<file path="config.mk">
export PLATFORM = sky130hd
export DESIGN_NAME = button_conditioner
export DESIGN_NICKNAME = d
export VERILOG_FILES = /design/src/rtl/button_conditioner_pkg.sv /design/src/rtl/button_conditioner_btn_channel.sv /design/src/rtl/button_conditioner.sv
export SDC_FILE = /design/constraint.sdc
export NUM_CORES = 1
export LEC_CHECK = 0
export CAP_MARGIN = 0
export CORE_ASPECT_RATIO = 0.75
export CORE_UTILIZATION = 35
export DETAILED_ROUTE_END_ITERATION = 10
export GPL_ROUTABILITY_DRIVEN = 0
export PLACE_DENSITY = 0.63
export SLEW_MARGIN = 15
export SYNTH_ARGS = -nofsm -noshare
export SYNTH_HDL_FRONTEND = slang
export SYNTH_HIERARCHICAL = 1
export SYNTH_SLANG_ARGS = --single-unit
</file>
<file path="constraint.sdc">
create_clock -name clk -period 3.5 [get_ports clk]
set_clock_uncertainty 0.2 [all_clocks]
set_input_delay 0.7 -clock clk [delete_from_list [all_inputs] [get_ports clk]]
set_output_delay 0.7 -clock clk [all_outputs]
set_load 0.05 [all_outputs]
</file>
<file path="src/rtl/button_conditioner_pkg.sv">
// Shared constants for the set-button conditioner: FSM encodings and default timing.
package button_conditioner_pkg;

  typedef enum logic [1:0] {
    BC_IDLE    = 2'd0,
    BC_PRESSED = 2'd1,
    BC_REPEAT  = 2'd2
  } bc_state_e;

  localparam int BC_DEBOUNCE_CYCLES = 16;
  localparam int BC_REPEAT_DELAY    = 64;
  localparam int BC_REPEAT_RATE     = 16;
  localparam int BC_REPEAT_EN       = 1;
  localparam int BC_CNT_W           = 8;

endpackage

</file>
<file path="src/rtl/button_conditioner_btn_channel.sv">
// One button channel: 2-flop synchronizer, debounce counter, held flop,
// press/repeat FSM and repeat counter.
//   state      | meaning
//   BC_IDLE    | button released, waiting for debounced rising edge
//   BC_PRESSED | press pulse issued, timing the initial repeat delay
//   BC_REPEAT  | auto-repeating at REPEAT_RATE while held
module btn_channel
  import button_conditioner_pkg::*;
#(
  parameter int DEBOUNCE_CYCLES = BC_DEBOUNCE_CYCLES,
  parameter int REPEAT_DELAY    = BC_REPEAT_DELAY,
  parameter int REPEAT_RATE     = BC_REPEAT_RATE,
  parameter int REPEAT_EN       = BC_REPEAT_EN,
  parameter int CNT_W           = BC_CNT_W
) (
  input  logic clk,
  input  logic rst_n,
  input  logic raw_i,
  output logic pulse_o,
  output logic held_o
);

  localparam int MAX_CNT = (DEBOUNCE_CYCLES > REPEAT_DELAY)
                         ? ((DEBOUNCE_CYCLES > REPEAT_RATE) ? DEBOUNCE_CYCLES : REPEAT_RATE)
                         : ((REPEAT_DELAY > REPEAT_RATE) ? REPEAT_DELAY : REPEAT_RATE);

  generate
    if (DEBOUNCE_CYCLES < 1 || REPEAT_DELAY < 1 || REPEAT_RATE < 1 ||
        CNT_W < 1 || CNT_W > 30 || (2 ** CNT_W) <= MAX_CNT) begin : g_bad_params
      $error("btn_channel: timing parameters out of range for CNT_W");
    end
  endgenerate

  localparam logic [CNT_W-1:0] DB_LAST = CNT_W'(DEBOUNCE_CYCLES - 1);
  localparam logic [CNT_W-1:0] RD_LAST = CNT_W'(REPEAT_DELAY - 1);
  localparam logic [CNT_W-1:0] RR_LAST = CNT_W'(REPEAT_RATE - 1);

  logic             s1_q, s2_q;
  logic             held_q, held_d;
  logic             pulse_q;
  logic             db_flip;
  logic [CNT_W-1:0] db_cnt_q, db_cnt_d;
  logic [CNT_W-1:0] rp_cnt_q;
  bc_state_e        state_q;

  always_comb begin
    db_flip  = (s2_q != held_q) && (db_cnt_q == DB_LAST);
    held_d   = held_q ^ db_flip;
    db_cnt_d = ((s2_q == held_q) || db_flip) ? '0 : db_cnt_q + 1'b1;
  end

  // The FSM looks at held_d so the press pulse lands in the same cycle held rises.
  always_ff @(posedge clk) begin
    if (!rst_n) begin
      s1_q     <= 1'b0;
      s2_q     <= 1'b0;
      held_q   <= 1'b0;
      db_cnt_q <= '0;
      rp_cnt_q <= '0;
      pulse_q  <= 1'b0;
      state_q  <= BC_IDLE;
    end else begin
      s1_q     <= raw_i;
      s2_q     <= s1_q;
      held_q   <= held_d;
      db_cnt_q <= db_cnt_d;
      pulse_q  <= 1'b0;
      case (state_q)
        BC_IDLE: begin
          if (held_d) begin
            state_q  <= BC_PRESSED;
            pulse_q  <= 1'b1;
            rp_cnt_q <= '0;
          end
        end
        BC_PRESSED: begin
          if (!held_d) begin
            state_q  <= BC_IDLE;
            rp_cnt_q <= '0;
          end else if (rp_cnt_q == RD_LAST) begin
            // Without auto-repeat the counter parks at its terminal value.
            if (REPEAT_EN != 0) begin
              state_q  <= BC_REPEAT;
              pulse_q  <= 1'b1;
              rp_cnt_q <= '0;
            end
          end else begin
            rp_cnt_q <= rp_cnt_q + 1'b1;
          end
        end
        BC_REPEAT: begin
          if (!held_d) begin
            state_q  <= BC_IDLE;
            rp_cnt_q <= '0;
          end else if (rp_cnt_q == RR_LAST) begin
            pulse_q  <= 1'b1;
            rp_cnt_q <= '0;
          end else begin
            rp_cnt_q <= rp_cnt_q + 1'b1;
          end
        end
        default: begin
          state_q  <= BC_IDLE;
          rp_cnt_q <= '0;
        end
      endcase
    end
  end

  assign pulse_o = pulse_q;
  assign held_o  = held_q;

endmodule

</file>
<file path="src/rtl/button_conditioner.sv">
// Minute/hour set-button conditioner: two independent, identical button channels.
module button_conditioner
  import button_conditioner_pkg::*;
#(
  parameter int DEBOUNCE_CYCLES = BC_DEBOUNCE_CYCLES,
  parameter int REPEAT_DELAY    = BC_REPEAT_DELAY,
  parameter int REPEAT_RATE     = BC_REPEAT_RATE,
  parameter int REPEAT_EN       = BC_REPEAT_EN,
  parameter int CNT_W           = BC_CNT_W
) (
  input  logic clk,
  input  logic rst_n,
  input  logic min_raw,
  input  logic hour_raw,
  output logic min_pulse,
  output logic hour_pulse,
  output logic min_held,
  output logic hour_held
);

  btn_channel #(
    .DEBOUNCE_CYCLES(DEBOUNCE_CYCLES),
    .REPEAT_DELAY   (REPEAT_DELAY),
    .REPEAT_RATE    (REPEAT_RATE),
    .REPEAT_EN      (REPEAT_EN),
    .CNT_W          (CNT_W)
  ) u_min (
    .clk    (clk),
    .rst_n  (rst_n),
    .raw_i  (min_raw),
    .pulse_o(min_pulse),
    .held_o (min_held)
  );

  btn_channel #(
    .DEBOUNCE_CYCLES(DEBOUNCE_CYCLES),
    .REPEAT_DELAY   (REPEAT_DELAY),
    .REPEAT_RATE    (REPEAT_RATE),
    .REPEAT_EN      (REPEAT_EN),
    .CNT_W          (CNT_W)
  ) u_hour (
    .clk    (clk),
    .rst_n  (rst_n),
    .raw_i  (hour_raw),
    .pulse_o(hour_pulse),
    .held_o (hour_held)
  );

endmodule

</file>
==> results_dict.tcl <==
set metrics [dict create \
    status "completed" \
    total_power_uw 931 \
    ant_nets 0 \
    grt_use_met2_pct 18.2 \
    drive_above_1_share_pct 8.27 \
    setup_ws_ns 1.11 \
    drc_errors 0 \
    grt.busiest_layer "met1" \
    finalNonFillerCells 344 \
    drv_slew 0 \
    ys_seq_area_share_pct 39.1 \
    worst_pin_slew_ns 0.579 \
    initial_core_util_pct 37.5 \
    gr-usage-all-layers_pct 13.6 \
    htreeDepth 2 \
    pre_cts_slack_ns 1.19 \
    grt-ovfl-total 0 \
    use_met3_pct 3.50 \
    portBuffers 7 \
    crit_slowest_cell "clkdlybuf4s50_1" \
    maxCapViolations 0 \
    relSlewSlack_pct 60.9 \
    syn-cell-area_mm2 0.00225 \
    syn_area_per_cell_um2 8.80 \
    mostFrequentLayoutCell "dfxtp_1" \
    synth_top_area_cell "dfxtp_1" \
    regArea_um2 881 \
    period_minus_slack_ns 2.39 \
    cts.path.max_buffers 2 \
    synthCells 256 \
    synth_top_area_share_pct 39.1 \
    routed_via_density 5.01 \
    crit_chain "clkdlybuf4s50_1" \
    crit_required_ns 2.60 \
    hold_viol 0 \
    vias 1725 \
    final_cell_mix "dfxtp_1 (44), nor2_1 (28), nand2_1 (23), nand3_1 (16), and2_1 (16)" \
    dr.pass1.iters 4 \
    ys_ff_latch 44 \
    p_per_area_mw_per_mm2 369 \
    use_met1_pct 21.3 \
    clock-root-buffer "clkbuf_8" \
    final_net_count 281 \
    clkTransAtPathRegs_ns 0.08 \
    die_h_um 71.5 \
    arrival_ns 1.49 \
    hold_path_class "register to register" \
    dieArea_mm2 0.00676 \
    timing.rr.end "u_min/rp_cnt_q[2]$_SDFFE_PN0P_" \
    hpwl_mm 2.96 \
    crit_type "register to output pin" \
    cp-start-kind "register" \
    drt_iter0_markers 79 \
    synth.distinct_cells 42 \
    antenna_found_initial 0 \
    syn-num-nets 272 \
    post_cts_resize_count 0 \
    rsz0062_at_grt "no" \
    wl_per_cell_um 12.0 \
    finalSetupViolCount 0 \
    cts.sinks 44 \
    grt_max_degree 28 \
    placedCellCount 336 \
    worstSkewPairLatency_ns 0.29 \
    ctsHoldBuffers 0 \
    max_freq_mhz 418 \
    cts_made_buffers 5 \
    reg2regPathDepth 6 \
    core_mm2 0.00601 \
    cp_max_fo 3 \
    cp-end-kind "output pin" \
    final.fill_count 600 \
    postCtsSetupRepairBufs 0 \
    rrSetupSlack_ns 1.24 \
    holdPathStages 1 \
    grt_pass1_vias 1538 \
    die_w_um 94.6 \
    synthTopCellsByArea "dfxtp_1 (39%), ha_1 (6.7%), nor2_1 (4.7%)" \
    min_to "u_min/s2_q$_SDFF_PN0_" \
    routed_wl_mm 4.14 \
    io_pins 8 \
    max_stage_delay_ns 0.82 \
    p_leak_nw 0.994 \
    ys_warn_count 6 \
    grt_pass1_wl_mm 7.25 \
    rows 24 \
    cts_tree "done" \
    antennaDiodeCount 0 \
    min_from "u_min/s1_q$_SDFF_PN0_" \
    multiInputGateArea_mm2 0.00132 \
    peakVddDrop_mv 0.146 \
    r2r-start "u_min/rp_cnt_q[0]$_SDFFE_PN0P_" \
    path_delay_family "buffers and inverters" \
    period_share_pct 68.4 \
    tns_ns 0 \
    syn_to_final_growth_pct 12.1 \
    path_buf_inv 1 \
    finalHoldWorstSlack_ns 0.238 \
]
cells in the mapped netlist:
cell type and n:
dfxtp_1 44, nor2_1 28, nand2_1 23, and2_1 16, nand3_1 16, and3_1 13
ha_1 12, xor2_1 11, inv_1 8, o2111ai_1 8, o21ai_0 8, o21a_1 7
o21ai_1 7, xnor2_1 7, clkbuf_1 5, a21boi_1 4, nor3b_1 4, nor3_1 3
or2_2 3, a21boi_0 2, a21oi_1 2, nand4_1 2, nor3_2 2, nor4_4 2
or2_1 2, a21bo_2 1, a31oi_1 1, a41oi_1 1, and3_4 1, buf_2 1
nand2_2 1, nand2b_1 1, nand3b_1 1, nand4b_1 1, o211a_2 1, o21ba_1 1
o22ai_1 1, o32ai_4 1, o41ai_1 1, or2_0 1, or4_1 1, or4_4 1
layout make-up:
| type | count | share of cell area [%] |
|---|---|---|
| Multi-Input combinational cell | 198 | 52.2 |
| Sequential cell | 44 | 34.9 |
| Tap cell | 78 | 3.87 |
| Clock buffer | 6 | 3.27 |
| Timing Repair Buffer | 8 | 3.07 |
| Clock inverter | 2 | 1.54 |
| Inverter | 8 | 1.19 |
registers in the layout, summed over array words and instances, names as in the netlist, 2 cells and up:
name	count
u_hour/db_cnt_q	8
u_hour/rp_cnt_q	8
u_hour/state_q	2
u_min/db_cnt_q	8
u_min/rp_cnt_q	8
u_min/state_q	2
stage by stage:
step	utilization [%]	area [um^2]
5_1_grt	42.0	2520
3_5_place_dp	40.0	2400
2_1_floorplan	-	2250
6_report	42.0	2520
3_3_place_gp	40.0	2400
4_1_cts	42.0	2520
how the worst max path moves through the flow:
stage	cells past startpoint	end	start
4_1_cts	1	min_held	u_min/held_o$_SDFF_PN0_
3_3_place_gp	4	u_hour/rp_cnt_q[3]$_SDFFE_PN0P_	rst_n
3_5_place_dp	4	u_hour/rp_cnt_q[3]$_SDFFE_PN0P_	rst_n
5_1_grt	1	min_held	u_min/held_o$_SDFF_PN0_
2_1_floorplan	7	u_min/rp_cnt_q[1]$_SDFFE_PN0P_	u_min/db_cnt_q[0]$_SDFF_PP0_
6_report	1	min_held	u_min/held_o$_SDFF_PN0_
logic make-up (layout without fill, tap and decap cells):
logic type	after synthesis	after routing	share of synthesized area, %
AO/OA/AOI/OAI	46	46	15.1
XOR/XNOR	18	18	7.00
adder cells (fa/ha/maj)	12	12	6.67
buffers and inverters	14	24	2.39
flip-flops	44	44	39.1
AND/OR/NAND/NOR	122	122	29.7
metal layers:
metal  routed length (um)  share of wire (%)
met4                   25               0.60
met3                  115                2.8
met2                 1640                 39
met5                    0                  0
met1                 2360                 57
report_power, final:
part | internal (mW) | total (mW) | switching [mW]
sequential | 0.503 | 0.504 | 0.00123
combinational | 0.00647 | 0.0151 | 0.00864
clock | 0.234 | 0.412 | 0.178
total | 0.743 | 0.931 | 0.188
Power figures use the tool's default switching activity.
